### src/rtl/imem_boot_if.sv
// Boot/fetch bus of the instruction-memory boot controller: load control,
// program word stream, core fetch address and the instruction memory port.
interface imem_boot_if #(
  parameter int unsigned ADDR_W = 9,
  parameter int unsigned DATA_W = 32
);
  localparam int unsigned LEN_W = ADDR_W + 1;

  logic              start_load;
  logic [LEN_W-1:0]  load_len;
  logic              run_req;
  logic              s_valid;
  logic [DATA_W-1:0] s_data;
  logic              s_ready;
  logic [ADDR_W-1:0] fetch_addr;
  logic              mem_we;
  logic [ADDR_W-1:0] mem_addr;
  logic [DATA_W-1:0] mem_wdata;
  logic              core_hold;
  logic              load_done;
  logic              load_err;
  logic [LEN_W-1:0]  words_left;

  // Boot link / core side: drives requests, stream words and fetch address.
  modport master (
    output start_load, load_len, run_req, s_valid, s_data, fetch_addr,
    input  s_ready, mem_we, mem_addr, mem_wdata, core_hold, load_done,
           load_err, words_left
  );

  // Controller side.
  modport slave (
    input  start_load, load_len, run_req, s_valid, s_data, fetch_addr,
    output s_ready, mem_we, mem_addr, mem_wdata, core_hold, load_done,
           load_err, words_left
  );
endinterface

### src/rtl/imem_boot_ctrl.sv
// Instruction-memory boot controller: owns the single memory address port,
// streams a program into memory while the core is held in reset, then hands
// the port over to core fetch.
module imem_boot_ctrl #(
  parameter int unsigned DEPTH  = 512,
  parameter int unsigned ADDR_W = 9,
  parameter int unsigned DATA_W = 32
) (
  input  logic        clk,
  input  logic        rst,
  imem_boot_if.slave  bus
);
  localparam int unsigned LEN_W = ADDR_W + 1;

  typedef enum logic [1:0] {
    S_IDLE = 2'd0,
    S_LOAD = 2'd1,
    S_DONE = 2'd2,
    S_RUN  = 2'd3
  } state_e;

  state_e            state_q, state_d;
  logic [ADDR_W-1:0] wr_ptr_q, wr_ptr_d;
  logic [LEN_W-1:0]  words_left_q, words_left_d;
  logic              core_hold_q, core_hold_d;
  logic              load_done_q, load_done_d;
  logic              load_err_q, load_err_d;

  logic              len_ok_c;
  logic              accept_c;
  logic [DATA_W-1:0] wdata_c;

  // Length qualification and stream handshake.
  always_comb begin
    len_ok_c = (bus.load_len != '0) && (bus.load_len <= LEN_W'(DEPTH));
    accept_c = bus.s_valid && (state_q == S_LOAD);
    wdata_c  = bus.s_data;
  end

  // Next-state and registered-output logic.
  always_comb begin
    state_d      = state_q;
    wr_ptr_d     = wr_ptr_q;
    words_left_d = words_left_q;
    load_err_d   = 1'b0;

    case (state_q)
      S_IDLE: begin
        if (bus.start_load) begin
          if (len_ok_c) begin
            state_d      = S_LOAD;
            wr_ptr_d     = '0;
            words_left_d = bus.load_len;
          end else begin
            load_err_d = 1'b1;
          end
        end else if (bus.run_req) begin
          state_d = S_RUN;
        end
      end

      S_LOAD: begin
        if (accept_c) begin
          words_left_d = words_left_q - LEN_W'(1);
          // Pointer stops on the last word so a full-depth load never wraps.
          if (words_left_q == LEN_W'(1)) begin
            state_d = S_DONE;
          end else begin
            wr_ptr_d = wr_ptr_q + ADDR_W'(1);
          end
        end
      end

      S_DONE: begin
        state_d = S_RUN;
      end

      S_RUN: begin
        if (bus.start_load) begin
          if (len_ok_c) begin
            state_d      = S_LOAD;
            wr_ptr_d     = '0;
            words_left_d = bus.load_len;
          end else begin
            load_err_d = 1'b1;
          end
        end
      end

      default: begin
        state_d = S_IDLE;
      end
    endcase

    // Core stays held until the cycle after DONE; done pulses while in DONE.
    core_hold_d = (state_d != S_RUN);
    load_done_d = (state_d == S_DONE);
  end

  // State and output registers with synchronous reset.
  always_ff @(posedge clk) begin
    if (rst) begin
      state_q      <= S_IDLE;
      wr_ptr_q     <= '0;
      words_left_q <= '0;
      core_hold_q  <= 1'b1;
      load_done_q  <= 1'b0;
      load_err_q   <= 1'b0;
    end else begin
      state_q      <= state_d;
      wr_ptr_q     <= wr_ptr_d;
      words_left_q <= words_left_d;
      core_hold_q  <= core_hold_d;
      load_done_q  <= load_done_d;
      load_err_q   <= load_err_d;
    end
  end

  // Memory port mux: loader owns the address only while loading.
  assign bus.s_ready    = (state_q == S_LOAD);
  assign bus.mem_we     = accept_c;
  assign bus.mem_wdata  = wdata_c;
  assign bus.mem_addr   = (state_q == S_LOAD) ? wr_ptr_q : bus.fetch_addr;

  assign bus.core_hold  = core_hold_q;
  assign bus.load_done  = load_done_q;
  assign bus.load_err   = load_err_q;
  assign bus.words_left = words_left_q;
endmodule

### src/flat_wrapper.sv
// flat-port wrapper written by rule: the top's interface ports become plain ports
module imem_boot_ctrl_flat 
#(
  parameter int unsigned DEPTH  = 512,
  parameter int unsigned ADDR_W = 9,
  parameter int unsigned DATA_W = 32
)
  (clk, rst, bus_start_load, bus_load_len, bus_run_req, bus_s_valid, bus_s_data, bus_fetch_addr, bus_s_ready, bus_mem_we, bus_mem_addr, bus_mem_wdata, bus_core_hold, bus_load_done, bus_load_err, bus_words_left);
  imem_boot_if #(.ADDR_W(ADDR_W), .DATA_W(DATA_W)) bus_i ();
  input  logic clk;
  input  logic rst;
  input wire logic [$bits(bus_i.start_load)-1:0] bus_start_load;
  input wire logic [$bits(bus_i.load_len)-1:0] bus_load_len;
  input wire logic [$bits(bus_i.run_req)-1:0] bus_run_req;
  input wire logic [$bits(bus_i.s_valid)-1:0] bus_s_valid;
  input wire logic [$bits(bus_i.s_data)-1:0] bus_s_data;
  input wire logic [$bits(bus_i.fetch_addr)-1:0] bus_fetch_addr;
  output wire logic [$bits(bus_i.s_ready)-1:0] bus_s_ready;
  output wire logic [$bits(bus_i.mem_we)-1:0] bus_mem_we;
  output wire logic [$bits(bus_i.mem_addr)-1:0] bus_mem_addr;
  output wire logic [$bits(bus_i.mem_wdata)-1:0] bus_mem_wdata;
  output wire logic [$bits(bus_i.core_hold)-1:0] bus_core_hold;
  output wire logic [$bits(bus_i.load_done)-1:0] bus_load_done;
  output wire logic [$bits(bus_i.load_err)-1:0] bus_load_err;
  output wire logic [$bits(bus_i.words_left)-1:0] bus_words_left;
  assign bus_i.start_load = bus_start_load;
  assign bus_i.load_len = bus_load_len;
  assign bus_i.run_req = bus_run_req;
  assign bus_i.s_valid = bus_s_valid;
  assign bus_i.s_data = bus_s_data;
  assign bus_i.fetch_addr = bus_fetch_addr;
  assign bus_s_ready = bus_i.s_ready;
  assign bus_mem_we = bus_i.mem_we;
  assign bus_mem_addr = bus_i.mem_addr;
  assign bus_mem_wdata = bus_i.mem_wdata;
  assign bus_core_hold = bus_i.core_hold;
  assign bus_load_done = bus_i.load_done;
  assign bus_load_err = bus_i.load_err;
  assign bus_words_left = bus_i.words_left;
  imem_boot_ctrl #(.DEPTH(DEPTH), .ADDR_W(ADDR_W), .DATA_W(DATA_W)) u_core (.clk(clk), .rst(rst), .bus(bus_i));
endmodule
### config.mk
export PLATFORM = sky130hd
export DESIGN_NAME = imem_boot_ctrl_flat
export DESIGN_NICKNAME = d
export VERILOG_FILES = /design/src/rtl/imem_boot_if.sv /design/src/rtl/imem_boot_ctrl.sv /design/src/flat_wrapper.sv
export SDC_FILE = /design/constraint.sdc
export NUM_CORES = 1
export LEC_CHECK = 0
export CAP_MARGIN = 40
export CORE_ASPECT_RATIO = 1.5
export CORE_UTILIZATION = 35
export DETAILED_ROUTE_END_ITERATION = 8
export PLACE_DENSITY_LB_ADDON = 0.15
export SLEW_MARGIN = 5
export SYNTH_ARGS = -nofsm -noshare
export SYNTH_HDL_FRONTEND = slang
export SYNTH_SLANG_ARGS = --single-unit
### constraint.sdc
create_clock -name clk -period 2.1 [get_ports clk]
set_clock_uncertainty 0.15 [all_clocks]
set_input_delay 0.42 -clock clk [delete_from_list [all_inputs] [get_ports clk]]
set_output_delay 0.42 -clock clk [all_outputs]
set_load 0.01 [all_outputs]
==> out/qor.yml <==
run_status:
  outcome: "complete, no violations"
critical_path:
  worstPathRequired_ps: 2110
  slowest_stage: "clkdlybuf4s50_1"
  worst_setup_path_start_kind: "input pin"
  crit_path_end_kind: "register"
  path_common_cell: "buf_4"
  cpLargestDelayFamily: "buffers and inverters"
  cp_max_fo: 6
  cp_cell_sequence: "clkdlybuf4s50_1 -> or2b_1 -> buf_4 -> a21oi_4 -> o31ai_4 -> buf_4 -> o21ai_0 -> o31ai_1"
  slowest_delay_ps: 490
  crit_arrival_ps: 2030
  crit_type: "in -> reg"
  cp_num_buf_inv: 3
synthesis:
  syn_nets: 307
  syn_area_per_cell_um2: 8.120
  postSynth.asyncResetShare: 0
  synth_ff_type: "dfxtp_1"
  ys_types: 48
  syn-cell-area_mm2: 0.001973
  synth_edf_count: 0
  syn_inst: 243
  yosysSeqAreaShare: 0.2435
  synthesis.yosys.warnings: 0
  ys_ff_latch: 24
timing:
  setup_viol: 0
  min_period_over_period: 0.9599
  period_minus_slack_ps: 2016
  fin_tns_setup_ps: 0
  hold_viol_final: 0
  finalMaxSlewViolations: 0
  relSlewSlack: 0.7353
  worstMarginPinSlew_ps: 394.9
  max_freq_ghz: 0.4961
power:
  power_density_mw_per_mm2: 1400
  vdd_drop_max_v: 0.0006764
  power_leakage_nw: 1.066
  power_mw: 3.663
finish:
  final_common_cell: "buf_4"
  drive_above_1_share: 0.2852
  mostFrequentLayoutCells: "30 x buf_4, 29 x clkdlybuf4s50_1, 22 x dfxtp_1"
  finalNetCount: 349
  antenna_cells: 0
  finish.utilization: 0.4800
  syn2layout_area_growth_pct: 32.59
global_route:
  grt_remaining_overflow: 0
  grt_pass1_vias: 1773
  grt_first_pass_wirelength_mm: 7.859
  antenna_found_initial: 0
  grtUsageTotal: 0.1654
  grt_max_degree: 37
die:
  ios: 112
  fp.dieW_um: 63.31
  start_util: 0.3620
  dieArea_mm2: 0.005948
  die_y_um: 93.96
  core_mm2: 0.005450
  rows: 33
routing:
  final_antenna_net_count: 0
  drt-initial-drc-count: 58
  first_pass_iters: 4
  wl_per_cell_um: 13.77
  drcViolationCount: 0
  routed_wirelength_mm: 4.875
  vias: 1824
  routed_via_density: 5.153
placed_design:
  gp_congestion: 0.7548
  io_buffers: 47
  hpwl_mm: 3.642
clock_tree:
  cts_made_buffers: 3
  htree_levels: 1
  path_clk_slew_ps: 90
  cts.sinks: 24
  cts_tree: "built"
  cts_hold_buffers: 0
  clock_latency_ps: 270
  cts_buffer_depth: 2
  cts-root-buf: "clkbuf_8"
min_path:
  worstHoldPathType: "reg -> reg"
run:
  drv_cap: 0
area by class of cell:
cell class	instances	area, µm²
clock buffer	3	41.29
clock inverter	1	30.03
fill	561	2834
inverter	11	41.29
multi-input combinational	165	1227
sequential	24	483.0
tap	70	87.58
timing repair buffer	80	705.7
worst reg2reg max path: cells and delay by family (launching register included):
family                     cells  cell delay [ps]
adders and majority gates      1              160
buffers and inverters          2              200
and+or+nand+nor                3              710
DFF                            1              350
AOI/OAI and AO/OA              2              330
registers in the layout, indices dropped and copies added, names as in the netlist:
| register | flops |
|---|---|
| u_core.bus.core_hold | 1 |
| u_core.bus.load_err | 1 |
| u_core.wr_ptr_q | 9 |
| u_core.bus.load_done | 1 |
| u_core.bus.words_left | 10 |
| u_core.state_q | 2 |
metal layers:
layer	GRT usage	wire length, µm	part of all wire
met5	0	0	0
met2	0.3190	2543	0.52
met3	0.02063	225	0.046
met4	0.07008	85	0.017
met1	0.1766	2021	0.41
cell usage after synthesis (2+ instances only):
cell | number | area, µm²
nand2_1 | 12 | 45.04
a21boi_0 | 3 | 22.52
mux2_2 | 9 | 101.4
nor3b_1 | 2 | 15.01
o2bb2ai_1 | 2 | 17.52
nor4b_1 | 3 | 26.28
a21oi_1 | 15 | 75.07
nor2_1 | 11 | 41.29
buf_2 | 2 | 10.01
and3_1 | 2 | 12.51
o21ai_1 | 2 | 10.01
nor2b_1 | 7 | 43.79
nand3b_1 | 3 | 22.52
inv_1 | 11 | 41.29
mux2i_1 | 3 | 30.03
o21ai_0 | 18 | 90.09
buf_4 | 32 | 240.2
dfxtp_1 | 24 | 480.5
nor4_4 | 2 | 42.54
o31ai_1 | 2 | 15.01
ha_1 | 8 | 100.1
nand3_1 | 8 | 40.04
a31oi_1 | 3 | 18.77
clkbuf_1 | 7 | 26.28
nor3_1 | 6 | 30.03
o32ai_1 | 3 | 26.28
and4_1 | 3 | 26.28
nand4_1 | 4 | 25.02
a21o_1 | 3 | 22.52
or2_2 | 3 | 18.77
nand2b_1 | 11 | 68.82
and2_1 | 3 | 18.77
what timing repair did:
action,in CTS,in global routing
setup buffers,1,0
pin swaps,4,7
gates resized for setup,28,34
endpoints found under the setup margin,26,26
gates cloned,0,1
cells by family (layout without fill, tap and decap cells):
logic type / Yosys count / after routing / share of synthesized area
AO/OA/AOI/OAI: 61 / 61 / 0.2074
multiplexers: 12 / 12 / 0.06658
flip-flops: 24 / 24 / 0.2435
AND/OR/NAND/NOR: 84 / 84 / 0.2581
buffers and inverters: 54 / 95 / 0.1737
adder cells (fa/ha/maj): 8 / 8 / 0.05073
per-stage QoR:
step	area, µm²	std cells	hold WS (ps)	worst slack, ps
finish	2616	354	380.3	84.12
detailed placement	2475	348	363.6	-363.8
floorplan	1973	243	291.4	102.1
global placement	2475	348	362.5	-331.8
global route	2616	354	399.1	-9.245
CTS	2574	353	381.8	11.50
worst paths after layout:
kind	slack, ps	end	cells past startpoint	start
setup / recovery	80	u_core.wr_ptr_q[5]	8	bus_start_load
hold / removal	380	u_core.wr_ptr_q[8]	2	u_core.wr_ptr_q[8]
setup reg to reg	100	u_core.bus.core_hold	8	u_core.state_q[1]
hold reg to reg	380	u_core.wr_ptr_q[8]	2	u_core.wr_ptr_q[8]
where the power goes:
part	switching (mW)	internal [mW]
clock	0.164	0.255
sequential	0.174	0.600
combinational	1.21	1.26
total	1.54	2.12
No activity file was read; power rests on OpenSTA's default activity.
